**src/rtl/imem_sram_pkg.sv**
```systemverilog
// Shared types and constants for the instruction-memory SRAM controller.
// The optional power-up clear sweep is enabled with IMEM_CLEAR_ON_RESET_EN.
package imem_sram_pkg;

  typedef enum logic {
    INIT = 1'b0,
    RUN  = 1'b1
  } state_t;

  localparam int DEF_DATA_WIDTH      = 32;
  localparam int DEF_ADDR_WIDTH      = 4;
  localparam int DEF_MAX_OUTSTANDING = 4;

  // Counter wide enough to hold 0..max_outstanding inclusive.
  function automatic int cnt_width(input int max_outstanding);
    return $clog2(max_outstanding + 1);
  endfunction

endpackage

```
**src/rtl/imem_rsp_fifo.sv**
```systemverilog
// In-order read-response FIFO with registered empty/full flags.
// A push and a pop on the same edge are legal even when full.
module imem_rsp_fifo
  import imem_sram_pkg::*;
#(
  parameter int  DATA_WIDTH = DEF_DATA_WIDTH,
  parameter int  DEPTH      = DEF_MAX_OUTSTANDING,
  localparam int PTR_W      = (DEPTH > 1) ? $clog2(DEPTH) : 1,
  localparam int CNT_W      = cnt_width(DEPTH)
) (
  input  logic                  clk_i,
  input  logic                  rst_ni,
  input  logic                  push_i,
  input  logic [DATA_WIDTH-1:0] wdata_i,
  input  logic                  pop_i,
  output logic [DATA_WIDTH-1:0] rdata_o,
  output logic                  empty_o,
  output logic                  full_o
);

  logic [DATA_WIDTH-1:0] mem_q [DEPTH];
  logic [PTR_W-1:0]      wr_ptr_q, rd_ptr_q;
  logic [CNT_W-1:0]      count_q, count_d;
  logic                  empty_q, full_q;
  logic                  do_push, do_pop;

  function automatic logic [PTR_W-1:0] ptr_next(input logic [PTR_W-1:0] ptr);
    return (ptr == PTR_W'(DEPTH - 1)) ? '0 : ptr + PTR_W'(1);
  endfunction

  assign do_pop  = pop_i & ~empty_q;
  assign do_push = push_i & (~full_q | do_pop);
  assign count_d = count_q + CNT_W'(do_push) - CNT_W'(do_pop);

  always_ff @(posedge clk_i or negedge rst_ni) begin
    if (!rst_ni) begin
      for (int i = 0; i < DEPTH; i++) mem_q[i] <= '0;
      wr_ptr_q <= '0;
      rd_ptr_q <= '0;
      count_q  <= '0;
      empty_q  <= 1'b1;
      full_q   <= 1'b0;
    end else begin
      if (do_push) begin
        mem_q[wr_ptr_q] <= wdata_i;
        wr_ptr_q        <= ptr_next(wr_ptr_q);
      end
      if (do_pop) rd_ptr_q <= ptr_next(rd_ptr_q);
      count_q <= count_d;
      empty_q <= (count_d == '0);
      full_q  <= (count_d == CNT_W'(DEPTH));
    end
  end

  assign rdata_o = mem_q[rd_ptr_q];
  assign empty_o = empty_q;
  assign full_o  = full_q;

endmodule

```
**src/rtl/imem_sram_ctrl.sv**
```systemverilog
// Initiator-side controller for the single-port OpenRAM instruction memory.
// Define IMEM_CLEAR_ON_RESET_EN to zero the whole macro after reset release.
module imem_sram_ctrl
  import imem_sram_pkg::*;
#(
  parameter int  DATA_WIDTH      = DEF_DATA_WIDTH,
  parameter int  ADDR_WIDTH      = DEF_ADDR_WIDTH,
  parameter int  MAX_OUTSTANDING = DEF_MAX_OUTSTANDING,
  localparam int CNT_W           = cnt_width(MAX_OUTSTANDING)
) (
  input  logic                  clk0,
  input  logic                  rst_n,
  input  logic                  req_valid,
  output logic                  req_ready,
  input  logic                  req_we,
  input  logic [ADDR_WIDTH-1:0] req_addr,
  input  logic [DATA_WIDTH-1:0] req_wdata,
  output logic                  rsp_valid,
  input  logic                  rsp_ready,
  output logic [DATA_WIDTH-1:0] rsp_data,
  output logic                  busy,
  output logic                  csb0,
  output logic                  web0,
  output logic [ADDR_WIDTH-1:0] addr0,
  output logic [DATA_WIDTH-1:0] din0,
  input  logic [DATA_WIDTH-1:0] dout0,
  output state_t                dbg_state,
  output logic [CNT_W-1:0]      dbg_cnt,
  output logic                  dbg_fifo_full
);

  // Handshakes: a request transfers on a clk0 edge where req_valid & req_ready;
  // a response transfers on an edge where rsp_valid & rsp_ready. Once raised,
  // rsp_valid and rsp_data hold until that transfer.

  localparam logic [CNT_W-1:0] CNT_MAX = CNT_W'(MAX_OUTSTANDING);

`ifdef IMEM_CLEAR_ON_RESET_EN
  localparam state_t RESET_STATE = INIT;
  logic [ADDR_WIDTH-1:0] init_addr_q;
`else
  localparam state_t RESET_STATE = RUN;
`endif

  state_t                state_q;
  logic [CNT_W-1:0]      cnt_q, cnt_d;
  logic [1:0]            tag_q;
  logic                  req_ready_q;
  logic                  csb0_q, web0_q;
  logic [ADDR_WIDTH-1:0] addr0_q;
  logic [DATA_WIDTH-1:0] din0_q;
  logic                  accept, read_accept, pop;
  logic                  fifo_empty, fifo_full;

  assign accept      = req_valid & req_ready_q;
  assign read_accept = accept & ~req_we;
  assign pop         = rsp_valid & rsp_ready;
  assign cnt_d       = cnt_q + CNT_W'(read_accept) - CNT_W'(pop);

  // tag_q[0]: read registered on the pins; tag_q[1]: macro has sampled it,
  // so dout0 is valid at the next edge and gets pushed.
  always_ff @(posedge clk0 or negedge rst_n) begin
    if (!rst_n) begin
      state_q     <= RESET_STATE;
      cnt_q       <= '0;
      tag_q       <= '0;
      req_ready_q <= 1'b0;
      csb0_q      <= 1'b1;
      web0_q      <= 1'b1;
      addr0_q     <= '0;
      din0_q      <= '0;
`ifdef IMEM_CLEAR_ON_RESET_EN
      init_addr_q <= '0;
`endif
    end else begin
      tag_q <= {tag_q[0], read_accept};
      cnt_q <= cnt_d;
      case (state_q)
        INIT: begin
`ifdef IMEM_CLEAR_ON_RESET_EN
          csb0_q      <= 1'b0;
          web0_q      <= 1'b0;
          din0_q      <= '0;
          addr0_q     <= init_addr_q;
          init_addr_q <= init_addr_q + ADDR_WIDTH'(1);
          if (init_addr_q == '1) begin
            state_q     <= RUN;
            req_ready_q <= 1'b1;
          end else begin
            req_ready_q <= 1'b0;
          end
`else
          state_q <= RUN;
`endif
        end
        RUN: begin
          req_ready_q <= (cnt_d < CNT_MAX);
          if (accept) begin
            csb0_q  <= 1'b0;
            web0_q  <= ~req_we;
            addr0_q <= req_addr;
            din0_q  <= req_wdata;
          end else begin
            csb0_q <= 1'b1;
            web0_q <= 1'b1;
          end
        end
        default: state_q <= RUN;
      endcase
    end
  end

  imem_rsp_fifo #(
    .DATA_WIDTH (DATA_WIDTH),
    .DEPTH      (MAX_OUTSTANDING)
  ) u_rsp_fifo (
    .clk_i   (clk0),
    .rst_ni  (rst_n),
    .push_i  (tag_q[1]),
    .wdata_i (dout0),
    .pop_i   (pop),
    .rdata_o (rsp_data),
    .empty_o (fifo_empty),
    .full_o  (fifo_full)
  );

  assign req_ready     = req_ready_q;
  assign rsp_valid     = ~fifo_empty;
  assign busy          = (state_q == INIT) || (cnt_q != '0);
  assign csb0          = csb0_q;
  assign web0          = web0_q;
  assign addr0         = addr0_q;
  assign din0          = din0_q;
  assign dbg_state     = state_q;
  assign dbg_cnt       = cnt_q;
  assign dbg_fifo_full = fifo_full;

endmodule

```
**config.mk**
```make
export PLATFORM = sky130hd
export DESIGN_NAME = imem_sram_ctrl
export DESIGN_NICKNAME = d
export VERILOG_FILES = /design/src/rtl/imem_sram_pkg.sv /design/src/rtl/imem_rsp_fifo.sv /design/src/rtl/imem_sram_ctrl.sv
export SDC_FILE = /design/constraint.sdc
export NUM_CORES = 1
export LEC_CHECK = 0
export CELL_PAD_IN_SITES_DETAIL_PLACEMENT = 1
export CELL_PAD_IN_SITES_GLOBAL_PLACEMENT = 2
export CORE_UTILIZATION = 41
export DETAILED_ROUTE_END_ITERATION = 8
export GPL_ROUTABILITY_DRIVEN = 0
export MAX_ROUTING_LAYER = met4
export PLACE_DENSITY = 0.85
export SETUP_SLACK_MARGIN = 0.5
export SYNTH_ARGS = -nofsm -noshare
export SYNTH_HDL_FRONTEND = slang
export SYNTH_SLANG_ARGS = --single-unit
export TNS_END_PERCENT = 20
```
**constraint.sdc**
```tcl
create_clock -name clk0 -period 5.7 [get_ports clk0]
set_input_delay 1.14 -clock clk0 [delete_from_list [all_inputs] [get_ports clk0]]
set_output_delay 1.14 -clock clk0 [all_outputs]
set_load 0.02 [all_outputs]
```
After elaboration in Yosys (flattened, before gate mapping):

Index checks and enable logic that the tools add are counted.

* flip-flop bits (word level): 181
* output and inout bits: 78

* add/sub/neg operators: 6
* magnitude comparators: 4
* equal/unequal tests: 3
* multiplexer cells: 10
* bitwise gates (word level): 11
* reductions and logical operators: 3

Operators by type and width (number)
* 128-bit bitwise mux: 1
* 32-bit two-way mux: 3
* 32-bit binary-select mux with 2-bit select: 1
* 32-bit demux with 2-bit select: 1
* 3-bit by 1-bit adder with 3-bit output: 2
* 3-bit >= comparator, second input constant: 2
* 2-bit inverter with 3-bit output: 2
* 3-bit by 1-bit subtractor with 3-bit output: 2
* 1-bit bitwise AND: 5
* 2-bit by 1-bit adder with 2-bit output, second input constant: 2
* 2-bit equality test, second input constant: 2
* 2-bit two-way mux: 2
* 3-bit equality test, second input constant: 1
* 3-bit zero test: 1
* 3-bit by 1-bit less-than comparator with 1-bit output, second input constant: 1
* 3-bit less-than comparator, second input constant: 1
* 1-bit inverter: 3
* 3-bit nonzero test: 1
* 1-bit two-way mux: 2
* 1-bit logical AND: 1
* 1-bit bitwise OR: 1

Longest topological paths before layout:

Gate-level depths: netlist of run 1.

* word-level depth: 8
* depth in mapped cells: 12
* gate-level depth less buffers: 10

By module:

A second synthesis of run 1 with hierarchy kept.

* cell total of the unflattened synthesis: 457
* area, all modules: 8247.9 µm²

Modules (own cells, without submodules)
* imem_rsp_fifo: times used 1, cells an instance 355, area an instance 6551.3 µm²
* imem_sram_ctrl: times used 1, cells an instance 102, area an instance 1696.6 µm²

Worst setup path before layout of run 1:

No wires, ideal clock.

* path type: input -> register
* start point: in req_valid
* end point: reg cnt_q[2] (netlist: dbg_cnt[2])
* arrival time: 3085 ps
* data required time: 5579 ps
* setup slack: 2494 ps
* stages: 12
* cells stage by stage: nand2_1 > buf_2 > buf_2 > or2_2 > ha_1 > inv_1 > ha_1 > inv_1 > fa_1 > xnor2_1 > xor2_1 > inv_1

* word-level cells in the longest chain between the ends: 4

RTL lines
* from (decl): RTL line imem_sram_ctrl.sv:13 `input logic req_valid,`
* 1-bit bitwise AND: RTL line imem_sram_ctrl.sv:55 `assign accept = req_valid & req_ready_q;`
* 1-bit bitwise AND: RTL line imem_sram_ctrl.sv:56 `assign read_accept = accept & ~req_we;`
* 3-bit by 1-bit adder with 3-bit output: RTL line imem_sram_ctrl.sv:58 `assign cnt_d = cnt_q + CNT_W'(read_accept) - CNT_W'(pop);`
* 3-bit by 1-bit subtractor with 3-bit output: RTL line imem_sram_ctrl.sv:58
* via cnt_d[2]: RTL line imem_sram_ctrl.sv:46 `logic [CNT_W-1:0] cnt_q, cnt_d;`
* to (signal assigned): RTL line imem_sram_ctrl.sv:77 `cnt_q <= cnt_d;`
* to (decl): RTL line imem_sram_ctrl.sv:46

The timed path passes the listed nets, and every way through them passes these cells.
A chain may end at the register's enable or synchronous reset.

Worst setup path in the final report of run 1:

* start point: reg u_rsp_fifo.rd_ptr_q[0]
* end point: out rsp_data[5]

* word-level cells in the longest chain between the ends: 4

RTL lines
* from (decl): RTL line imem_rsp_fifo.sv:22 `logic [PTR_W-1:0] wr_ptr_q, rd_ptr_q;`
* from (signal assigned): RTL line imem_rsp_fifo.sv:48 `if (do_pop) rd_ptr_q <= ptr_next(rd_ptr_q);`
* 2-bit inverter with 3-bit output (implied by the code): RTL line imem_rsp_fifo.sv:55 `assign rdata_o = mem_q[rd_ptr_q];`
* 32-bit binary-select mux with 2-bit select: RTL line imem_rsp_fifo.sv:55
* 32-bit two-way mux (implied by the code) (2 in series): RTL line imem_rsp_fifo.sv:55
* to (decl): RTL line imem_sram_ctrl.sv:20 `output logic [DATA_WIDTH-1:0] rsp_data,`

Every way passes these cells. The select of a mux whose other input is x is not followed.

==> results of run 1 <==
## per-stage QoR
step           hold WS, ns  setup slack [ns]
5_1_grt              0.386              1.58
6_report             0.363              1.76
2_1_floorplan        0.331              2.49
3_3_place_gp         0.340              2.08
4_1_cts              0.369              1.65
3_5_place_dp         0.353              2.00
## cells in the mapped netlist (all sizes together) (2+ instances only)
master / count / area [µm²]
a21oi: 4 / 65.1
dfrtp: 178 / 4450
mux4: 32 / 721
buf: 24 / 209
nand2: 8 / 30.0
fa: 2 / 40.0
dfstp: 3 / 78.8
ha: 9 / 113
xnor2: 3 / 26.3
mux2: 166 / 2320
clkbuf: 2 / 7.51
nor3: 2 / 10.0
inv: 13 / 48.8
## per-layer routing
metal	global-route usage	wire [µm]
met1	0.265	8350
met2	0.326	9300
met3	0.0477	832
met4	0.0599	225
met5	-	0
## kinds of logic (layout without fill, tap and decap cells)
group / Yosys count / in the layout / synth area share
mux: 198 / 198 / 0.371
flops: 181 / 181 / 0.554
buf+inv: 39 / 203 / 0.0324
simple gates: 16 / 16 / 0.00917
fa+ha+maj: 11 / 11 / 0.0186
compound gates: 6 / 6 / 0.0102
xor+xnor: 4 / 4 / 0.00428
other cells: 1 / 2 / 0.000458
## worst max-delay path by stage
stage,slack [ns],endpoint,depth (start not counted)
floorplan,2.49,dbg_cnt[2],12
global placement,2.08,dbg_cnt[2],11
detailed placement,2.00,u_rsp_fifo.full_o,10
CTS,1.65,rsp_data[8],3
global route,1.58,rsp_data[8],3
finish,1.76,rsp_data[5],3
## worst max-delay path, stage by stage, from the launching register on
cell and delay [ns]:
dfrtp_2 0.72, buf_4 0.47, mux4_2 0.60, clkdlybuf4s50_1 0.56
## where the power goes
part           switching [µW]  internal [µW]
clock                     546            622
sequential                485           1940
combinational            1200           1850
total                    2240           4420
## sequential cells by signal (all words and copies together) (netlist names), 2 cells and up
name                 count
din0                    32
u_rsp_fifo.count_q       3
addr0                    4
u_rsp_fifo.rd_ptr_q      2
u_rsp_fifo.mem_q       128
dbg_cnt                  3
u_rsp_fifo.wr_ptr_q      2
tag_q                    2
## cell type report
type,instances,area [µm²]
tap,265,332
antenna,1,2.50
sequential,181,4540
fill,1864,9070
clock inverter,15,159
multi-input combinational,236,3390
inverter,13,48.8
clock buffer,17,425
timing repair buffer,158,1560
==> results.yml, run 1 <==
outcome:
  status: "completed"
final_layout:
  syn_to_final_growth_pct: 27.7
  fin_area_um2: 10500
  nNetsFinal: 691
  final_cell_mix: "176 x dfrtp_1, 148 x clkdlybuf4s50_1, 120 x mux2_4"
  drive_gt1_frac: 0.405
  final_common_cell: "dfrtp_1"
  final_cells: 886
  fin_util: 0.535
clocking:
  clock_latency_ns: 0.43
  cts_resized: 0
  cts_hold_buffers: 0
  cts_tree: "done"
  htree_levels: 4
  numCtsBuffers: 17
  clockRootBuffer: "clkbuf_16"
  ctsLongestPathBuffers: 2
  cts.sinks: 181
  clk_pin_slew_worst_paths_ns: 0.07
  post_cts_buffers: 0
sta:
  slew_headroom: 0.367
  hold_viol_final: 0
  setup_viol: 0
  slew_viol_final: 0
  skew_ns: 0.00770
  fmax_ghz: 0.254
  fin_crit_sh: 0.691
  rsz0062_at_grt: "false"
  tightest_slew_ns: 0.950
  finalCriticalPeriod_ns: 3.94
  fin_setup_tns_ns: 0
worst_setup_path:
  crit_required_ns: 4.56
  rr_worst_depth: 9
  worstReg2RegEnd: "u_rsp_fifo.full_o"
  worstPathArrival_ns: 2.80
  worstReg2RegStart: "u_rsp_fifo.empty_o"
  startpoint: "u_rsp_fifo.rd_ptr_q[0]"
  rrSetupSlack_ns: 2.96
  critPathMaxFanout: 19
  critPathCaptureType: "primary output"
  critPathKind: "reg2out"
  cp-start-kind: "register"
die:
  rows: 51
  boundaryPins: 151
  die_height_um: 143
  start_util: 0.419
  core_area_um2: 19500
  die_area_um2: 20500
  die_w_um: 143
placed_design:
  dpl.hpwl_mm: 12.0
  place_area_um2: 9870
  placed_cells: 853
  numPortBuffers: 149
synth:
  synth_ff_type: "dfrtp_1"
  syn_inst: 456
  ys_types: 26
  syn_area_um2: 8190
  ys_async_sr_fraction: 1.00
  ys_ff_latch: 181
  synth_area_per_cell_um2: 18.0
  yosysSeqAreaShare: 0.554
  yosys_warnings: 0
  syn_nets: 540
  synth_edf_count: 0
detailed_routing:
  drtAntennaViolNets: 0
  viasPerCell: 5.09
  wire_per_inst_um: 21.1
  drc_errors: 0
  firstDrtPassIters: 4
  vias: 4512
  wl_mm: 18.7
  drtIter0Drc: 164
power:
  cellLeakagePower_uw: 0.00444
  power.density_nw_per_um2: 636
  fin_total_pwr_uw: 6650
  vdd_drop_max_mv: 0.243
global_routing:
  grt_pass1_wl_mm: 30.5
  grt_overflow: 0
  grt_max_degree: 75
  grt_pass1_vias: 5297
  grt_use_total: 0.206
  antenna_found_initial: 1
flow_run:
  drv_cap: 0
hold_path:
  min_path_cells: 0
  min_from: "tag_q[0]"
  holdPathEnd: "tag_q[1]"
  hold_path_class: "reg2reg"
(Power assumes the default switching activity.)
==> inputs of run 2 (changes only) <==
--- a/config.mk
+++ b/config.mk
@@ -7,11 +7,11 @@
 export LEC_CHECK = 0
 export CELL_PAD_IN_SITES_DETAIL_PLACEMENT = 1
 export CELL_PAD_IN_SITES_GLOBAL_PLACEMENT = 2
-export CORE_UTILIZATION = 41
+export CORE_UTILIZATION = 38
 export DETAILED_ROUTE_END_ITERATION = 8
 export GPL_ROUTABILITY_DRIVEN = 0
 export MAX_ROUTING_LAYER = met4
-export PLACE_DENSITY = 0.85
+export PLACE_DENSITY = 0.8
 export SETUP_SLACK_MARGIN = 0.5
 export SYNTH_ARGS = -nofsm -noshare
 export SYNTH_HDL_FRONTEND = slang
==> constraint.sdc (replaced) <==
create_clock -name clk0 -period 3.7 [get_ports clk0]
set_input_delay 0.74 -clock clk0 [delete_from_list [all_inputs] [get_ports clk0]]
set_output_delay 0.74 -clock clk0 [all_outputs]
set_load 0.02 [all_outputs]
==> results.yml, run 2 (same netlist as run 1, synthesis figures left out) <==
clocking:
  htree_levels: 4
  clock_latency_ns: 0.43
  cts.sinks: 181
  ctsLongestPathBuffers: 2
  clk_pin_slew_worst_paths_ns: 0.07
  cts_hold_buffers: 0
  cts_tree: "done"
  numCtsBuffers: 17
  clockRootBuffer: "clkbuf_16"
hold_path:
  hold_path_class: "reg2reg"
placed_design:
  dpl.hpwl_mm: 12.4
  numPortBuffers: 149
final_layout:
  largest_reg_flops: 128
  syn_to_final_growth_pct: 29.9
  fill_cells: 2027
  multi_input_area_um2: 3390
  nNetsFinal: 701
  final_cell_mix: "176 x dfrtp_1, 148 x clkdlybuf4s50_1, 120 x mux2_4"
  drive_gt1_frac: 0.413
  largest_register: "u_rsp_fifo.mem_q"
  regArea_um2: 4540
  final_common_cell: "dfrtp_1"
worst_setup_path:
  critPathCaptureType: "primary output"
  worstPathArrival_ns: 2.28
  critPathMaxFanout: 16
  cp-start-kind: "register"
  crit_required_ns: 2.96
  critPathKind: "reg2out"
detailed_routing:
  vias: 4475
  drtAntennaViolNets: 0
  drc_errors: 0
  drtIter0Drc: 166
  wl_mm: 18.6
  firstDrtPassIters: 4
  wire_per_inst_um: 20.5
  viasPerCell: 4.94
sta:
  rsz0062_at_grt: "false"
  slew_headroom: 0.449
  tightest_slew_ns: 0.826
  fin_hold_ws_ns: 0.368
  setup_viol: 0
  skew_ns: 0.0117
  fin_setup_tns_ns: 0
  slew_viol_final: 0
  hold_viol_final: 0
  fin_crit_sh: 0.815
  fmax_ghz: 0.332
  finalCriticalPeriod_ns: 3.02
power:
  power.density_nw_per_um2: 981
  fin_total_pwr_uw: 10400
  power.internal_uw: 7080
  vdd_drop_max_mv: 0.392
  cellLeakagePower_uw: 0.00452
  switching_power_uw: 3360
  p_sw_frac: 0.322
  p_comb_frac: 0.462
  pwr-share-seq: 0.349
  clkPwrFrac: 0.189
global_routing:
  grt_overflow: 0
  grt_pass1_wl_mm: 30.9
  grt_use_total: 0.190
  grt_pass1_vias: 5431
  antenna_found_initial: 1
  grt_max_degree: 91
die:
  boundaryPins: 151
  die_w_um: 149
  start_util: 0.388
  die_area_um2: 22100
  die_height_um: 149
  rows: 53
  core_area_um2: 21100
flow_run:
  drv_cap: 0
outcome:
  status: "completed"
[run 2: cell types whose count changed in the layout (fill, tap and decap cells not counted), sizes merged]
cell,change
buf,+10
inv,-9
clkbuf,+4
bufinv,+3
clkinvlp,+2
[run 2: power by group through the flow]
| stage | clock [µW] | sequential [µW] | combinational, µW |
|---|---|---|---|
| floorplan | 0 | 3700 | 2910 |
| global placement | 0 | 3590 | 4720 |
| detailed placement | 0 | 3690 | 4830 |
| CTS | 2030 | 3650 | 4910 |
| global route | 2090 | 3770 | 5170 |
| finish | 1970 | 3650 | 4820 |
[run 2: routing by layer]
layer,vias up,GRT usage,routed length (µm)
met5,-,-,0
met4,0,0.0551,261
met3,20,0.0550,962
met2,113,0.309,9390
met1,2385,0.231,7990
li1,1957,-,-
[run 2: what timing repair did]
item                                    CTS  global route
gates resized for setup                   1             0
buffers inserted                          1             0
endpoints found under the setup margin   22             0
[run 2: layout make-up]
type,instances,share of cell area
sequential,181,0.427
multi-input combinational,236,0.319
timing repair buffer,168,0.157
clock buffer,21,0.0442
tap,275,0.0323
clock inverter,11,0.0162
inverter,13,0.00459
antenna,1,0.000235
[run 2: path summary, 6_finish.rpt]
check                           slack [ns]  cells past startpoint                    from                   end
worst max register to register        1.48                     10               req_ready            dbg_cnt[2]
worst max-delay path                  0.68                      3  u_rsp_fifo.rd_ptr_q[1]          rsp_data[31]
worst min-delay path                  0.37                      0                tag_q[0]              tag_q[1]
worst min register to register        0.37                      0                tag_q[0]              tag_q[1]
max in group asynchronous             2.46                      2                   rst_n                  csb0
min in group asynchronous             0.39                      1                   rst_n  u_rsp_fifo.mem_q[59]
[run 2: worst max-delay path: stages, from the launching register on]
cell             delay, ns
dfrtp_2               0.64
buf_4                 0.30
mux4_2                0.34
clkdlybuf4s50_1       0.56
[run 2: per-stage QoR]
stage / setup WS, ns / utilization / std cells / instance area (µm²)
2_1_floorplan: 0.894 / - / 456 / 8190
5_1_grt: 0.577 / 0.505 / 906 / 10600
4_1_cts: 0.621 / 0.504 / 905 / 10600
6_report: 0.684 / 0.505 / 906 / 10600
3_3_place_gp: 0.697 / 0.473 / 872 / 9980
3_5_place_dp: 0.590 / 0.473 / 872 / 9980
